==> src/rtl/video_irq_ctrl.sv <==
// Interrupt controller between the video timing stage and the 8080 CPU core.
// Rising edges of the mid_screen / vblank levels become pending RST interrupts,
// which are presented to the CPU one at a time with vblank taking priority.
//
// Ports:
//   clk, rst_n       system clock, synchronous active-low reset
//   mid_screen       level strobe from video stage (RST_MID source)
//   vblank           level strobe from video stage (RST_VBL source)
//   int_en           CPU interrupt-enable flag
//   int_ack          CPU interrupt-acknowledge (opcode fetch)
//   int_req          interrupt request to CPU
//   int_opcode       RST opcode, valid while int_req or int_ack is high
//   irq_pending      {vbl_pending, mid_pending}
//   overrun_mid/vbl  saturating counts of dropped events per source
module video_irq_ctrl #(
   parameter int unsigned RST_MID   = 1,
   parameter int unsigned RST_VBL   = 2,
   parameter int unsigned CNT_WIDTH = 8
) (
   input  logic                 clk,
   input  logic                 rst_n,
   input  logic                 mid_screen,
   input  logic                 vblank,
   input  logic                 int_en,
   input  logic                 int_ack,
   output logic                 int_req,
   output logic [7:0]           int_opcode,
   output logic [1:0]           irq_pending,
   output logic [CNT_WIDTH-1:0] overrun_mid,
   output logic [CNT_WIDTH-1:0] overrun_vbl
);

   localparam logic [7:0] OP_MID = 8'hC7 | 8'((RST_MID % 8) << 3);
   localparam logic [7:0] OP_VBL = 8'hC7 | 8'((RST_VBL % 8) << 3);

   typedef enum logic [1:0] {StIdle, StReq, StHold} state_e;

   state_e               state_q, state_d;
   logic                 mid_prev_q, vbl_prev_q;
   logic [1:0]           pend_q, pend_d;
   logic                 src_vbl_q, src_vbl_d;
   logic [7:0]           op_q, op_d;
   logic [CNT_WIDTH-1:0] cnt_mid_q, cnt_mid_d;
   logic [CNT_WIDTH-1:0] cnt_vbl_q, cnt_vbl_d;

   logic mid_rise, vbl_rise;
   logic clr_mid, clr_vbl;
   logic ov_mid, ov_vbl;

   assign mid_rise = mid_screen & ~mid_prev_q;
   assign vbl_rise = vblank & ~vbl_prev_q;

   // FSM next state; clr_* flags clear the latched source on acknowledge
   always_comb begin
      state_d   = state_q;
      src_vbl_d = src_vbl_q;
      op_d      = op_q;
      clr_mid   = 1'b0;
      clr_vbl   = 1'b0;
      unique case (state_q)
         StIdle: begin
            if (int_en && (pend_q != 2'b00)) begin
               src_vbl_d = pend_q[1];
               op_d      = pend_q[1] ? OP_VBL : OP_MID;
               state_d   = StReq;
            end
         end
         StReq: begin
            if (int_ack) begin
               clr_vbl = src_vbl_q;
               clr_mid = ~src_vbl_q;
               state_d = StHold;
            end else if (!int_en) begin
               state_d = StIdle;
            end
         end
         StHold: begin
            if (!int_ack) state_d = StIdle;
         end
         default: state_d = StIdle;
      endcase
   end

   // A new rise beats a same-cycle clear; an overrun is a rise onto a bit
   // that stays set regardless of the rise.
   always_comb begin
      pend_d[0] = mid_rise | (pend_q[0] & ~clr_mid);
      pend_d[1] = vbl_rise | (pend_q[1] & ~clr_vbl);
      ov_mid    = mid_rise & pend_q[0] & ~clr_mid;
      ov_vbl    = vbl_rise & pend_q[1] & ~clr_vbl;
      cnt_mid_d = cnt_mid_q;
      cnt_vbl_d = cnt_vbl_q;
      if (ov_mid && (cnt_mid_q != {CNT_WIDTH{1'b1}})) cnt_mid_d = cnt_mid_q + 1'b1;
      if (ov_vbl && (cnt_vbl_q != {CNT_WIDTH{1'b1}})) cnt_vbl_d = cnt_vbl_q + 1'b1;
   end

   always_ff @(posedge clk) begin
      if (!rst_n) begin
         state_q    <= StIdle;
         // History resets high so a level already asserted at release is ignored
         mid_prev_q <= 1'b1;
         vbl_prev_q <= 1'b1;
         pend_q     <= 2'b00;
         src_vbl_q  <= 1'b0;
         op_q       <= 8'h00;
         cnt_mid_q  <= '0;
         cnt_vbl_q  <= '0;
      end else begin
         state_q    <= state_d;
         mid_prev_q <= mid_screen;
         vbl_prev_q <= vblank;
         pend_q     <= pend_d;
         src_vbl_q  <= src_vbl_d;
         op_q       <= op_d;
         cnt_mid_q  <= cnt_mid_d;
         cnt_vbl_q  <= cnt_vbl_d;
      end
   end

   assign int_req     = (state_q == StReq);
   assign int_opcode  = op_q;
   assign irq_pending = pend_q;
   assign overrun_mid = cnt_mid_q;
   assign overrun_vbl = cnt_vbl_q;

endmodule

==> config.mk <==
export PLATFORM = sky130hd
export DESIGN_NAME = video_irq_ctrl
export DESIGN_NICKNAME = d
export VERILOG_FILES = /design/src/rtl/video_irq_ctrl.sv
export SDC_FILE = /design/constraint.sdc
export NUM_CORES = 1
export LEC_CHECK = 0
export CAP_MARGIN = 20
export CORE_ASPECT_RATIO = 2
export CORE_UTILIZATION = 41
export DETAILED_ROUTE_END_ITERATION = 16
export PLACE_DENSITY = 0.7
export SLEW_MARGIN = 20
export SYNTH_ARGS = -nofsm -noshare
export SYNTH_HDL_FRONTEND = slang
export SYNTH_SLANG_ARGS = --single-unit
==> constraint.sdc <==
create_clock -name clk -period 1.9 [get_ports clk]
set_input_delay 0.475 -clock clk [delete_from_list [all_inputs] [get_ports clk]]
set_output_delay 0.475 -clock clk [all_outputs]
set_load 0.02 [all_outputs]
==> results of run 1 <==
-- state kept, by name (all words and copies together), names as in the netlist --
signal and count:
state_q 2, overrun_mid 8, int_opcode 3, vbl_prev_q 1
overrun_vbl 8, irq_pending 2, mid_prev_q 1
-- per-layer routing --
metal | share of wire | up-vias
li1 | - | 581
met1 | 0.40 | 552
met2 | 0.55 | 23
met3 | 0.026 | 5
met4 | 0.017 | 0
met5 | 0 | -
-- synthesized netlist by cell type --
cell       instances  area [um^2]
a21oi_1           15         75.1
nand4_1            2         12.5
nand2b_1           5         31.3
o31ai_1            4         30.0
dfxtp_1           25          500
nand3b_1           3         22.5
buf_6              1         11.3
a211oi_1           2         15.0
xnor2_1            1         8.76
o41ai_1            3         26.3
o21ai_0            5         25.0
buf_4              6         45.0
nand3_1            9         45.0
or3_1              2         12.5
and2b_1            1         7.51
or2_4              1         8.76
nor3_1             3         15.0
nor2b_1            1         6.26
or4_1              5         37.5
conb_1             1         3.75
nor4b_1            1         8.76
ha_1               2         25.0
o211a_1            1         10.0
o311ai_0           2         17.5
nand2_1            7         26.3
mux2i_1            2         20.0
inv_1              4         15.0
and3_1             1         6.26
nor3b_1            1         7.51
and4b_4            1         13.8
a31oi_1            1         6.26
clkbuf_1           3         11.3
nand4bb_1          1         11.3
nor2_1            10         37.5
nor4_1             4         25.0
-- worst max path at each step --
stage,to,start
2_1_floorplan,overrun_vbl[4]$_SDFFE_PN0P_,int_ack
3_3_place_gp,overrun_vbl[5]$_SDFFE_PN0P_,int_ack
3_5_place_dp,overrun_vbl[5]$_SDFFE_PN0P_,int_ack
4_1_cts,overrun_vbl[5]$_SDFFE_PN0P_,int_ack
5_1_grt,overrun_vbl[4]$_SDFFE_PN0P_,vblank
6_report,overrun_vbl[4]$_SDFFE_PN0P_,int_ack
-- worst max-delay path: stages --
cell	delay [ns]
clkdlybuf4s50_1	0.45
and4b_4	0.20
or2_4	0.28
or4_1	0.50
a21oi_1	0.16
-- cells by family after synthesis --
logic type	share of synthesized area
other	0.00317
AND/OR/NAND/NOR	0.284
buffers and inverters	0.0699
adder cells (fa/ha/maj)	0.0212
XOR/XNOR	0.00742
AO/OA/AOI/OAI	0.174
flip-flops	0.424
multiplexers	0.0169
-- metrics by stage --
step                      instances  hold WS, ns  power, W  setup WS [ns]
after floorplan                 136        0.477  0.000608          0.201
after global placement          199        0.496  0.000651         -0.253
after detailed placement        199        0.491  0.000653         -0.279
after CTS                       203        0.510  0.000966        0.00722
after global routing            203        0.539  0.000994       -0.00924
final                           203        0.503  0.000958         0.0280
-- cell type report --
class,count,area share
clock buffer,4,0.0277
tap,29,0.0223
inverter,4,0.00923
multi-input combinational,97,0.382
sequential,25,0.308
timing repair buffer,44,0.252
-- report_power, final --
part	internal, W	switching (W)	total (W)
clock	0.000150	0.000168	0.000318
sequential	0.000533	0.00000967	0.000543
combinational	0.0000482	0.0000485	0.0000967
total	0.000732	0.000226	0.000958
-- timing repair --
action / CTS / global route
endpoints found under the setup margin: 1 / 3
cloned: 0 / 0
gates resized for setup: 1 / 5
==> metrics.txt, run 1 <==
Critical Path AT 2.08 ns; PortBufs 31; vias in the first global route 1059; Routed WL per cell 14.5 um; GR Util met2 0.342; FF+latch area 500 um^2; Syn. warnings 0; CTS max path bufs 2; Final period util 0.985; post-cts hold buffer count 0; residual DRC count 0; GRT busiest layer met2; r2r setup slk 0.23 ns; RR Startpoint overrun_vbl[0]$_SDFFE_PN0P_; Final Core Density 0.594; GPL Wtd Cong 0.730; # fillers 268; reg2reg end overrun_vbl[5]$_SDFFE_PN0P_; status complete, no violations; Vias/cell 5.72; crit end category flop; Seq/Total Area, Yosys 0.424; post-route cell area 0.00163 mm^2; die width 40.0 um; Vias 1161; n_diodes 0; H-tree depth 1; core area 0.00274 mm^2; max-cap violations 0; first-pass GRT wire length 4.66 mm; Total Routing Usage GR 0.208; cell at the root of the clock tree clkbuf_8; post-synthesis register bit count 25; Max Fanout on Critical Path 6; DRT iter0 DRCs 30; Max VDD drop 0.000394 V; Starting Density 0.432; antenna violations before repair 0; ANT nets after route 0; hold endpoint overrun_vbl[6]$_SDFFE_PN0P_; total gr overflow 0; final count of hold timing violations 0; worst slew pin tran 0.650 ns; total routed wirelength 2.95 mm; Post-CTS Setup Bufs 0; largest net degree at the start of global routing 14; hold-critical path depth 1; Rel. slew slack 0.565; area of the multi-input gates 621 um^2; Setup TNS 0 ns; layout cells sized above 1 0.121; cells after synthesis 136; Die H 77.9 um; pwr/cell area 589 mW/mm^2; startpoint class of the critical path input pin; Top Ports 33; clk_lat worst skew 0.27 ns; clock sinks 25; crit path time final 1.87 ns; met3 GRT Util 0.0400; WP data required 2.10 ns; worst r2r path cells 6; RSZ-0062 raised after global routing yes; most frequent cells in the layout 29 x clkdlybuf4s50_1, 25 x dfxtp_1, 14 x a21oi_1; num rows 27; Die Area 0.00311 mm^2; # nets final 183; Mapped Avg Cell Area 8.68 um^2; final setup fails 0; mapped cell area 0.00118 mm^2; Synth Net Count 144; M1 GR Usage 0.231; Reg clk slew, reported paths 0.08 ns; P&R area growth vs syn 37.7%; commonest non-fill, non-tap cell in the layout clkdlybuf4s50_1; Lkg Pwr 0.569 nW; CTS tree yes; Post-DP HPWL 2.18 mm; first drt pass iteration count 4; max-slew violation count 0; min-delay src overrun_vbl[6]$_SDFFE_PN0P_; maximum clock rate 534 MHz; skew final 0.00210 ns; critical setup path kind in2reg; Hold Crit Class reg2reg; DP Area 0.00156 mm^2; Synth cell types 35; CTS Buf Count 3
Power figures use the tool's default switching activity.
==> run 2, diff against run 1 <==
Settings changed: CORE_MARGIN set to 4, CTS_CLUSTER_SIZE set to 20.
==> run 2 against run 1 <==
First-iteration DRC count down 33%. Wire length is 3.6% lower. Clock power about the same. Clock skew increased by 0.00072 ns. Clock-buffer cell count is the same. Largest power group unchanged. Global-route usage down 4.5 points. Worst hold slack improved by 0.0075 ns. Design area up 0.54%. Sequential power about the same. Sequential share of layout area is 0.16 points lower.
==> metrics.txt, run 2 (synthesis results as in run 1) <==
status complete, no violations; final setup fails 0 (unchanged); crit path time final 1.84 ns (-0.0278 ns); cell at the root of the clock tree clkbuf_8; critical setup path kind reg2out; # nets final 186 (+1.6%); Post-DP HPWL 2.14 mm (-1.8%); setup slack after layout 0.0558 ns (+0.0278 ns); residual DRC count 0 (unchanged); Max VDD drop 0.000474 V (+20%); Starting Density 0.426 (-0.00526); clk_lat worst skew 0.27 ns (about the same); Die Area 0.00386 mm^2 (+24%); Top Ports 33 (unchanged); CTS tree yes; crit end category primary output; clock sinks 25 (unchanged); most frequent cells in the layout 29 x clkdlybuf4s50_1, 25 x dfxtp_1, 16 x buf_4; PortBufs 31 (unchanged); Rel. slew slack 0.644 (+0.0787); Post-Place Worst Slack -0.247 ns (+0.0328 ns); Critical Path AT 1.37 ns (-0.71 ns); P&R area growth vs syn 38.5%; Hold Crit Class reg2reg; first-pass GRT wire length 4.86 mm (+4.3%); layout cells sized above 1 0.130 (+0.00925); total gr overflow 0 (unchanged); n_diodes 0 (unchanged); # fillers 249 (-7.1%); largest net degree at the start of global routing 14 (unchanged); die width 46.0 um (+15%); Vias/cell 5.57 (-2.6%); CTS max path bufs 2 (unchanged); Reg clk slew, reported paths 0.09 ns (about the same); startpoint class of the critical path flop; Max Fanout on Critical Path 7 (+1); Bufs and invs on worst path 1 (unchanged); final count of hold timing violations 0 (unchanged); GPL Wtd Cong 0.816 (+12%); vias in the first global route 1144 (+8.0%); post-cts hold buffer count 0 (unchanged); DRT iter0 DRCs 20 (-33%); Tot Pwr 0.000957 W (-0.14%); Post-CTS Setup Bufs 0 (unchanged); CTS Buf Count 3 (unchanged); CP Cell Sequence clkdlybuf4s50_1; Lkg Pwr 0.571 nW (+0.30%); ANT nets after route 0 (unchanged); delay-heaviest family, CP buffers and inverters; worst slew pin tran 0.532 ns (-0.118 ns); H-tree depth 1 (unchanged); Routed WL per cell 13.8 um (-5.0%); max-cap violations 0 (unchanged); CP peak stage delay 0.65 ns (+0.15 ns); pwr/cell area 585 mW/mm^2 (-0.67%); first drt pass iteration count 4 (unchanged); antenna violations before repair 0 (unchanged); total routed wirelength 2.85 mm (-3.6%); max-slew violation count 0 (unchanged); skew final 0.00283 ns (+0.000721 ns); commonest non-fill, non-tap cell in the layout clkdlybuf4s50_1; core area 0.00277 mm^2 (+1.2%); slowest stage cell, crit path clkdlybuf4s50_1; maximum clock rate 542 MHz (+1.5%); Die H 83.9 um (+7.7%); Vias 1148 (-1.1%); num rows 27 (unchanged); Final period util 0.971 (-0.0146); WP data required 1.42 ns (-0.68 ns); Total Routing Usage GR 0.163 (-0.0451)
run 2: where the power goes:
part           internal, W  switching (W)
clock network     0.000150       0.000166
registers         0.000533     0.00000916
logic            0.0000492      0.0000488
total             0.000733       0.000224
run 2: cell type report:
cell class / instances / area, um^2 / area share
inverter: 4 / 15.0 / 0.00918
timing repair buffer: 47 / 432 / 0.264
clock buffer: 4 / 45.0 / 0.0275
multi-input combinational: 97 / 607 / 0.371
tap: 29 / 36.3 / 0.0222
sequential: 25 / 500 / 0.306
run 2: stage by stage:
step           setup TNS, ns  hold slack, ns  cell area, um^2  cells   util
6_report                   0           0.510             1640    206  0.590
5_1_grt             -0.00112           0.531             1640    206  0.590
4_1_cts                    0           0.515             1620    206  0.586
3_5_place_dp           -2.10           0.499             1580    202  0.570
3_3_place_gp           -1.78           0.484             1580    202  0.570
2_1_floorplan              0           0.477             1180    136      -
run 2: routing by layer:
| metal | wire, um | GRT usage |
|---|---|---|
| met1 | 1210 | 0.186 |
| met2 | 1440 | 0.274 |
| met3 | 106 | 0.0151 |
| met4 | 91 | 0.0933 |
| met5 | 0 | 0 |
run 2: path summary, 6_finish.rpt:
check	startpoint	end	slack (ns)	cells after the start
max	overrun_vbl[3]$_SDFFE_PN0P_	overrun_vbl[3]	0.06	1
min	overrun_mid[5]$_SDFFE_PN0P_	overrun_mid[5]$_SDFFE_PN0P_	0.51	2
max reg2reg	overrun_mid[0]$_SDFFE_PN0P_	overrun_mid[4]$_SDFFE_PN0P_	0.27	6
min reg2reg	overrun_mid[5]$_SDFFE_PN0P_	overrun_mid[5]$_SDFFE_PN0P_	0.51	2
run 2: repair_timing:
| item | in CTS | in global routing |
|---|---|---|
| hold endpoints to repair | 0 | 0 |
| gates resized for setup | 1 | 3 |
| setup endpoints to repair | 1 | 6 |
| gates cloned | 0 | 0 |
